--- src/rtl/timing_skew_monitor.sv ---
// Measures completion skew between two multiplier copies and accumulates leak statistics.
// Optional macro SKEW_WINNER_EN adds per-copy "finished first" counters.
module timing_skew_monitor #(
    parameter int unsigned CNT_W   = 16,
    parameter int unsigned SKEW_W  = 8,
    parameter int unsigned TIMEOUT = 255
) (
    input  logic              clk,
    input  logic              rst,
    input  logic              start,
    input  logic              doneOne,
    input  logic              doneTwo,
    input  logic              clear,
    output logic              busy,
    output logic              resultValid,
    output logic [SKEW_W-1:0] lastSkew,
    output logic              lastTimeout,
    output logic [SKEW_W-1:0] maxSkew,
    output logic [CNT_W-1:0]  trialCount,
    output logic [CNT_W-1:0]  leakCount,
    output logic              leakSticky
`ifdef SKEW_WINNER_EN
    ,
    output logic [CNT_W-1:0]  winOneCount,
    output logic [CNT_W-1:0]  winTwoCount
`endif
);

    localparam logic [SKEW_W-1:0] SKEW_MAX = '1;
    localparam logic [CNT_W-1:0]  CNT_MAX  = '1;
    localparam logic [SKEW_W-1:0] WAIT_END = SKEW_W'(TIMEOUT - 1);

    typedef enum logic [1:0] {IDLE, WAIT_FIRST, WAIT_SECOND, REPORT} state_e;

    state_e             state_q, state_d;
    logic [SKEW_W-1:0]  skew_q, skew_d, skew_inc;
    logic [SKEW_W-1:0]  wait_q, wait_d;
    logic               timeout_q, timeout_d;
    logic               first_two_q, first_two_d;
    logic               busy_q, busy_d;
    logic               result_valid_q, result_valid_d;
    logic [SKEW_W-1:0]  last_skew_q, last_skew_d;
    logic               last_timeout_q, last_timeout_d;
    logic [SKEW_W-1:0]  max_skew_q, max_skew_d;
    logic [CNT_W-1:0]   trial_cnt_q, trial_cnt_d;
    logic [CNT_W-1:0]   leak_cnt_q, leak_cnt_d;
    logic               leak_sticky_q, leak_sticky_d;
    logic               wait_last, leak;
`ifdef SKEW_WINNER_EN
    logic               have_first_q, have_first_d;
    logic [CNT_W-1:0]   win_one_q, win_one_d;
    logic [CNT_W-1:0]   win_two_q, win_two_d;
`endif

    function automatic logic [CNT_W-1:0] cnt_inc(input logic [CNT_W-1:0] v);
        return (v == CNT_MAX) ? v : v + CNT_W'(1);
    endfunction

    // Next-state, trial measurement and statistics update
    always_comb begin
        state_d        = state_q;
        skew_d         = skew_q;
        wait_d         = wait_q;
        timeout_d      = timeout_q;
        first_two_d    = first_two_q;
        last_skew_d    = last_skew_q;
        last_timeout_d = last_timeout_q;
        max_skew_d     = max_skew_q;
        trial_cnt_d    = trial_cnt_q;
        leak_cnt_d     = leak_cnt_q;
        leak_sticky_d  = leak_sticky_q;
`ifdef SKEW_WINNER_EN
        have_first_d   = have_first_q;
        win_one_d      = win_one_q;
        win_two_d      = win_two_q;
`endif
        skew_inc  = (skew_q == SKEW_MAX) ? skew_q : skew_q + SKEW_W'(1);
        wait_last = (wait_q == WAIT_END);
        leak      = (skew_q != '0) || timeout_q;

        case (state_q)
            IDLE: begin
                if (start) begin
                    state_d     = WAIT_FIRST;
                    skew_d      = '0;
                    wait_d      = '0;
                    timeout_d   = 1'b0;
                    first_two_d = 1'b0;
`ifdef SKEW_WINNER_EN
                    have_first_d = 1'b0;
`endif
                end
            end
            WAIT_FIRST: begin
                wait_d = wait_q + SKEW_W'(1);
                if (doneOne && doneTwo) begin
                    state_d = REPORT;
                end else begin
                    if (doneOne || doneTwo) begin
                        state_d     = WAIT_SECOND;
                        first_two_d = doneTwo;
`ifdef SKEW_WINNER_EN
                        have_first_d = 1'b1;
`endif
                    end
                    if (wait_last) begin
                        state_d   = REPORT;
                        timeout_d = 1'b1;
                    end
                end
            end
            WAIT_SECOND: begin
                wait_d = wait_q + SKEW_W'(1);
                skew_d = skew_inc;
                if (first_two_q ? doneOne : doneTwo) begin
                    state_d = REPORT;
                end else if (wait_last) begin
                    state_d   = REPORT;
                    timeout_d = 1'b1;
                end
            end
            REPORT:  state_d = IDLE;
            default: state_d = IDLE;
        endcase

        // Result is published on entry to REPORT; statistics fold in on leaving it
        if (state_d == REPORT) begin
            last_skew_d    = skew_d;
            last_timeout_d = timeout_d;
        end

        if (clear) begin
            max_skew_d    = '0;
            trial_cnt_d   = '0;
            leak_cnt_d    = '0;
            leak_sticky_d = 1'b0;
`ifdef SKEW_WINNER_EN
            win_one_d     = '0;
            win_two_d     = '0;
`endif
        end else if (state_q == REPORT) begin
            trial_cnt_d = cnt_inc(trial_cnt_q);
            if (leak) begin
                leak_cnt_d    = cnt_inc(leak_cnt_q);
                leak_sticky_d = 1'b1;
            end
            if (skew_q > max_skew_q) begin
                max_skew_d = skew_q;
            end
`ifdef SKEW_WINNER_EN
            if (have_first_q && !first_two_q) begin
                win_one_d = cnt_inc(win_one_q);
            end
            if (have_first_q && first_two_q) begin
                win_two_d = cnt_inc(win_two_q);
            end
`endif
        end

        result_valid_d = (state_d == REPORT);
        busy_d         = (state_d != IDLE);
    end

    always_ff @(posedge clk or negedge rst) begin
        if (!rst) begin
            state_q        <= IDLE;
            skew_q         <= '0;
            wait_q         <= '0;
            timeout_q      <= 1'b0;
            first_two_q    <= 1'b0;
            busy_q         <= 1'b0;
            result_valid_q <= 1'b0;
            last_skew_q    <= '0;
            last_timeout_q <= 1'b0;
            max_skew_q     <= '0;
            trial_cnt_q    <= '0;
            leak_cnt_q     <= '0;
            leak_sticky_q  <= 1'b0;
`ifdef SKEW_WINNER_EN
            have_first_q   <= 1'b0;
            win_one_q      <= '0;
            win_two_q      <= '0;
`endif
        end else begin
            state_q        <= state_d;
            skew_q         <= skew_d;
            wait_q         <= wait_d;
            timeout_q      <= timeout_d;
            first_two_q    <= first_two_d;
            busy_q         <= busy_d;
            result_valid_q <= result_valid_d;
            last_skew_q    <= last_skew_d;
            last_timeout_q <= last_timeout_d;
            max_skew_q     <= max_skew_d;
            trial_cnt_q    <= trial_cnt_d;
            leak_cnt_q     <= leak_cnt_d;
            leak_sticky_q  <= leak_sticky_d;
`ifdef SKEW_WINNER_EN
            have_first_q   <= have_first_d;
            win_one_q      <= win_one_d;
            win_two_q      <= win_two_d;
`endif
        end
    end

    assign busy        = busy_q;
    assign resultValid = result_valid_q;
    assign lastSkew    = last_skew_q;
    assign lastTimeout = last_timeout_q;
    assign maxSkew     = max_skew_q;
    assign trialCount  = trial_cnt_q;
    assign leakCount   = leak_cnt_q;
    assign leakSticky  = leak_sticky_q;
`ifdef SKEW_WINNER_EN
    assign winOneCount = win_one_q;
    assign winTwoCount = win_two_q;
`endif

endmodule
--- config.mk ---
export PLATFORM = sky130hd
export DESIGN_NAME = timing_skew_monitor
export DESIGN_NICKNAME = d
export VERILOG_FILES = /design/src/rtl/timing_skew_monitor.sv
export SDC_FILE = /design/constraint.sdc
export NUM_CORES = 1
export LEC_CHECK = 0
export ABC_CLOCK_PERIOD_IN_PS = 2100
export CORE_MARGIN = 4
export CORE_UTILIZATION = 57
export CTS_BUF_LIST = sky130_fd_sc_hd__clkbuf_4 sky130_fd_sc_hd__clkbuf_8
export DETAILED_ROUTE_END_ITERATION = 16
export PLACE_DENSITY = 0.87
export SYNTH_ARGS = -nofsm -noshare
export SYNTH_HDL_FRONTEND = slang
export SYNTH_SLANG_ARGS = --single-unit
--- constraint.sdc ---
create_clock -name clk -period 2.1 [get_ports clk]
set_input_delay 0.21 -clock clk [delete_from_list [all_inputs] [get_ports clk]]
set_output_delay 0.21 -clock clk [all_outputs]
set_load 0.02 [all_outputs]
-- After elaboration in Yosys (flattened, before gate mapping)
Index checks and enable logic that the tools add are counted.
- register bits: 72
- word-level logic and storage cells: 84
- add/subtract/negate cells: 4
- $lt $le $gt $ge: 1
- equality and inequality tests: 13
- mux-type cells: 35
- reduce and logical (&&, ||, !) cells: 18
- operator list (cell ; number):
    $mux 16 ; 7
    $mux 8 ; 6
    $add 16x1->16 const B ; 2
    $eq 16x16->1 const B ; 2
    $pmux 8 s2 ; 2
    $add 8x1->8 const B ; 2
    $eq 8x8->1 const B ; 2
    $mux 2 ; 6
    $reduce_bool 2->1 ; 6
    $mux 1 ; 11
    $ne 2x2->1 const B ; 5
    $gt 8x8->1 ; 1
    $pmux 2 s4 ; 1
    $reduce_and 2->1 ; 4
    $reduce_bool 8->1 ; 1
    $eq 2x2->1 const B ; 3
    $reduce_and 4->1 ; 1
    $pmux 1 s3 ; 1
    $reduce_and 3->1 ; 1
    $eq 2x1->1 const B ; 1
    $logic_not 2->1 ; 1
    $logic_or 1x1->1 ; 2
    $pmux 1 s2 ; 1
    $reduce_or 2->1 ; 1
    $logic_and 1x1->1 ; 1

-- Logic depth before layout (Yosys ltp)
- depth in word-level cells: 6
- mapped depth: 8

-- Least setup slack after synthesis
No wires, ideal clock.
- path type: reg2reg
- from: register max_skew_q[7] (netlist: maxSkew[7])
- to: register max_skew_q[7] (netlist: maxSkew[7])
- setup time: 0.132 ns
- data arrival time: 1.806 ns
- data required time: 1.968 ns
- setup slack: 0.162 ns
- stages on the path, launching flop included: 8
- clock period less this slack: 1.938 ns
- cells stage by stage: dfrtp_1 -> inv_1 -> ha_1 -> a21oi_1 -> o21ai_0 -> o211ai_2 -> mux2i_1 -> nor2_1
- cells in the longest elaborated chain, start to end: 3
- ends and longest elaborated chain (item ; RTL line ; source):
    start, declared ; 44 ; logic [SKEW_W-1:0] max_skew_q, max_skew_d;
    start signal, assigned ; 194 ; max_skew_q <= max_skew_d;
    $gt 8x8->1 ; 147 ; if (skew_q > max_skew_q) begin
    $reduce_bool 2->1 (no source line) ; n/a ;
    $reduce_and 2->1 (no source line) ; n/a ;
No other way between the ends.
A chain may end at the register's enable or synchronous reset.

-- Worst setup path in the final report
- from: register state_q[0]
- to: register last_skew_q[0] (netlist: lastSkew[0])
- cells in the longest elaborated chain, start to end: 5
- elaborated cells between the ends (all ways): 13
- ends and longest elaborated chain (item ; RTL line ; source):
    start, declared ; 35 ; state_e state_q, state_d;
    start signal, assigned ; 185 ; state_q <= state_d;
    $mux 2 ; 99 ; if (doneOne || doneTwo) begin
    $mux 2 ; 106 ; if (wait_last) begin
    $mux 2 ; 96 ; if (doneOne && doneTwo) begin
    $pmux 2 s4 (*) ; 81 ; case (state_q)
    $eq 2x2->1 (*) ; n/a ;
    named net result_valid_d ; 41 ; logic result_valid_q, result_valid_d;
    end signal, assigned ; 192 ; last_skew_q <= last_skew_d;
    end, declared ; 42 ; logic [SKEW_W-1:0] last_skew_q, last_skew_d;
Mark *: on every way through the listed nets, which the timed path passes. The rest lies on a longest branch.

==> results.tsv <==
metric	value	unit
netlist_instances	414	
place_hpwl	6370	µm
cp-end-kind	register	
path_clk_slew	0.08	ns
ys.flop_type	dfrtp_1	
pin_count	58	
syn_area	4060	µm²
fin_crit_sh	0.960	
async_flop_share	1.00	
start_util	0.591	
ant_nets	0	
dr_total_vias	3517	
grt_max_degree	73	
leakage	2.20	nW
grt_pass1_vias	3347	
start_kind	register	
drt_first_pass_iters	5	
hp-class	input port to async pin	
dp_slack	-0.000672	ns
max_freq	0.496	GHz
syn_nets	438	
worstPathRequired	2.34	ns
clkLatencyLatePin	0.35	ns
hold_viol	0	
numPortBuffers	57	
worst_slack	0.0833	ns
final_nets	516	
setup_tns	0	ns
synth_cell_types	63	
drtIter0Drc	295	
num_rows	30	
htreeDepth	3	
root_buffer	clkbuf_8	
vdd_ir_drop_max	0.740	mV
syn_to_final_growth	26.3	%
yosys_warnings	0	
wl	9460	µm
drive_gt1_frac	0.153	
drc_errors	0	
powerDensity	869	nW/µm²
crit_type	register to register	
finalCriticalPeriod	2.02	ns
core	6870	µm²
maxCapViolations	0	
die-area	8540	µm²
synth_seq_area_share	0.444	
worstPathMaxFanout	7	
rsz0062_at_grt	true	
drt-vias-per-instance	5.94	
clock_skew	0.0119	ns
grt_overflow	0	
diodes	0	
tightest_slew	0.457	ns
cts_made_buffers	9	
setup-violations-final	0	
final_max_slew_viol_count	0	
grtUsageTotal	0.228	
power.total	4.46	mW
cts_sinks	72	
synth_edf_count	0	
status	completed	
drt-wirelength-per-cell	16.0	µm
slew_headroom	0.696	
grt_pass1_wl	15800	µm
syn-mean-instance-area	9.81	µm²
die_w	92.4	µm
antenna_found_initial	0	
place_congestion	0.895	
dieHeight	92.4	µm
arrival	2.25	ns
cts_tree	yes	
clockBufferDepth	2	
synth_seq_cells	72	
## final timing paths
kind	from	endpoint	slack, ns	depth (start not counted)
setup / recovery	state_q[0]	lastSkew[0]	0.08	9
hold / removal	rst	trialCount[14]	0.42	3
setup reg to reg	state_q[0]	lastSkew[0]	0.08	9
hold reg to reg	leakSticky	leakSticky	0.51	2
max in group asynchronous	rst	leakSticky	1.37	3
min in group clk	leakSticky	leakSticky	0.51	2
## state kept, by name, summed over array words and instances, names as in the netlist, 2 cells and up
register and cells:
state_q 2, trialCount 16, wait_q 8, lastSkew 8
leakCount 16, maxSkew 8, skew_q 8
## worst max-delay path, stage by stage, from the launching register on
cell     delay (ns)
dfrtp_1        0.43
inv_2          0.11
ha_4           0.19
buf_4          0.16
nand2_1        0.09
a31oi_2        0.15
nor3_2         0.08
buf_4          0.15
nor2_4         0.18
mux2_2         0.36
## stage by stage
step / hold WS, ns / utilization / cells / area (µm²)
global placement: 0.265 / 0.702 / 573 / 4820
detailed placement: 0.267 / 0.702 / 573 / 4820
finish: 0.416 / 0.747 / 592 / 5130
floorplan: -0.0856 / - / 414 / 4060
CTS: 0.427 / 0.735 / 589 / 5050
global route: 0.462 / 0.747 / 592 / 5130
## per-layer routing
layer | track usage | up-vias | routed length [µm]
met5 | 0 | - | 0
met4 | 0.0755 | 0 | 144
met3 | 0.0487 | 21 | 561
met2 | 0.380 | 143 | 4700
met1 | 0.296 | 1703 | 4050
li1 | - | 1650 | -
## logic make-up (layout without fill, tap and decap cells)
group | after synthesis | in the layout | synth area share
xor+xnor | 25 | 25 | 0.0539
compound gates | 81 | 81 | 0.136
flops | 72 | 72 | 0.444
simple gates | 156 | 157 | 0.204
mux | 25 | 25 | 0.0650
fa+ha+maj | 18 | 18 | 0.0555
buf+inv | 37 | 118 | 0.0422
## placed cells by master, fill, tap and decap left out, drive strengths merged, types with 3 or more instances in the layout
master / instances
o211ai: 7
nor3: 13
o21ai: 18
nand4: 13
ha: 18
or3: 8
a41oi: 3
nand3: 9
buf: 23
nor4: 4
a21oi: 24
xor2: 7
clkdlybuf4s50: 56
nor2: 57
xnor2: 18
nor2b: 3
inv: 23
mux2i: 14
mux2: 11
and3: 6
a211oi: 3
o2111ai: 6
nand2: 26
and4: 4
a31oi: 7
o31ai: 3
dfrtp: 72
clkbuf: 11
nand2b: 4
## final cells by class
type | count | area [µm²]
Clock buffer | 11 | 151
Tap cell | 96 | 120
Timing Repair Buffer | 80 | 766
Multi-Input combinational cell | 306 | 2150
Fill cell | 466 | 1740
Inverter | 23 | 86.3
Sequential cell | 72 | 1800
Clock inverter | 4 | 53.8
## repair_timing
item                                    in CTS  in global routing
hold buffers                                 1                  0
hold endpoints to repair                    72                  0
gates cloned                                 0                  1
setup buffers                                0                  2
pin swaps                                    0                  3
gates resized for setup                      1                 12
endpoints found under the setup margin       2                 22
## where the power goes
| group | internal [mW] | switching [mW] |
|---|---|---|
| registers | 1.55 | 0.135 |
| clock network | 0.609 | 0.520 |
| logic | 0.749 | 0.899 |
## synth_stat cells, types with 2 or more instances
cell type / instances / share of area
mux2_2: 10 / 0.028
xor2_1: 7 / 0.015
nand4_1: 12 / 0.018
nand2b_1: 4 / 0.0062
o21ai_0: 14 / 0.017
a41oi_1: 3 / 0.0065
o31ai_1: 3 / 0.0055
o21ai_1: 3 / 0.0037
nor4_1: 3 / 0.0046
a31oi_1: 7 / 0.011
or3_1: 8 / 0.012
and3_1: 5 / 0.0077
nand3b_1: 2 / 0.0037
dfrtp_1: 72 / 0.44
ha_1: 18 / 0.055
and4_1: 3 / 0.0065
nand2_1: 26 / 0.024
mux2i_1: 14 / 0.035
xnor2_1: 18 / 0.039
nor2b_1: 2 / 0.0031
o211ai_1: 4 / 0.0074
o2111ai_1: 5 / 0.011
inv_1: 23 / 0.021
a211oi_1: 3 / 0.0055
nor3_1: 12 / 0.015
clkbuf_1: 5 / 0.0046
nand3_1: 9 / 0.011
buf_2: 5 / 0.0062
buf_6: 2 / 0.0055
nor3b_1: 2 / 0.0037
o211ai_2: 2 / 0.0062
nor2_1: 55 / 0.051
a21oi_1: 23 / 0.028
(Power assumes the default switching activity.)
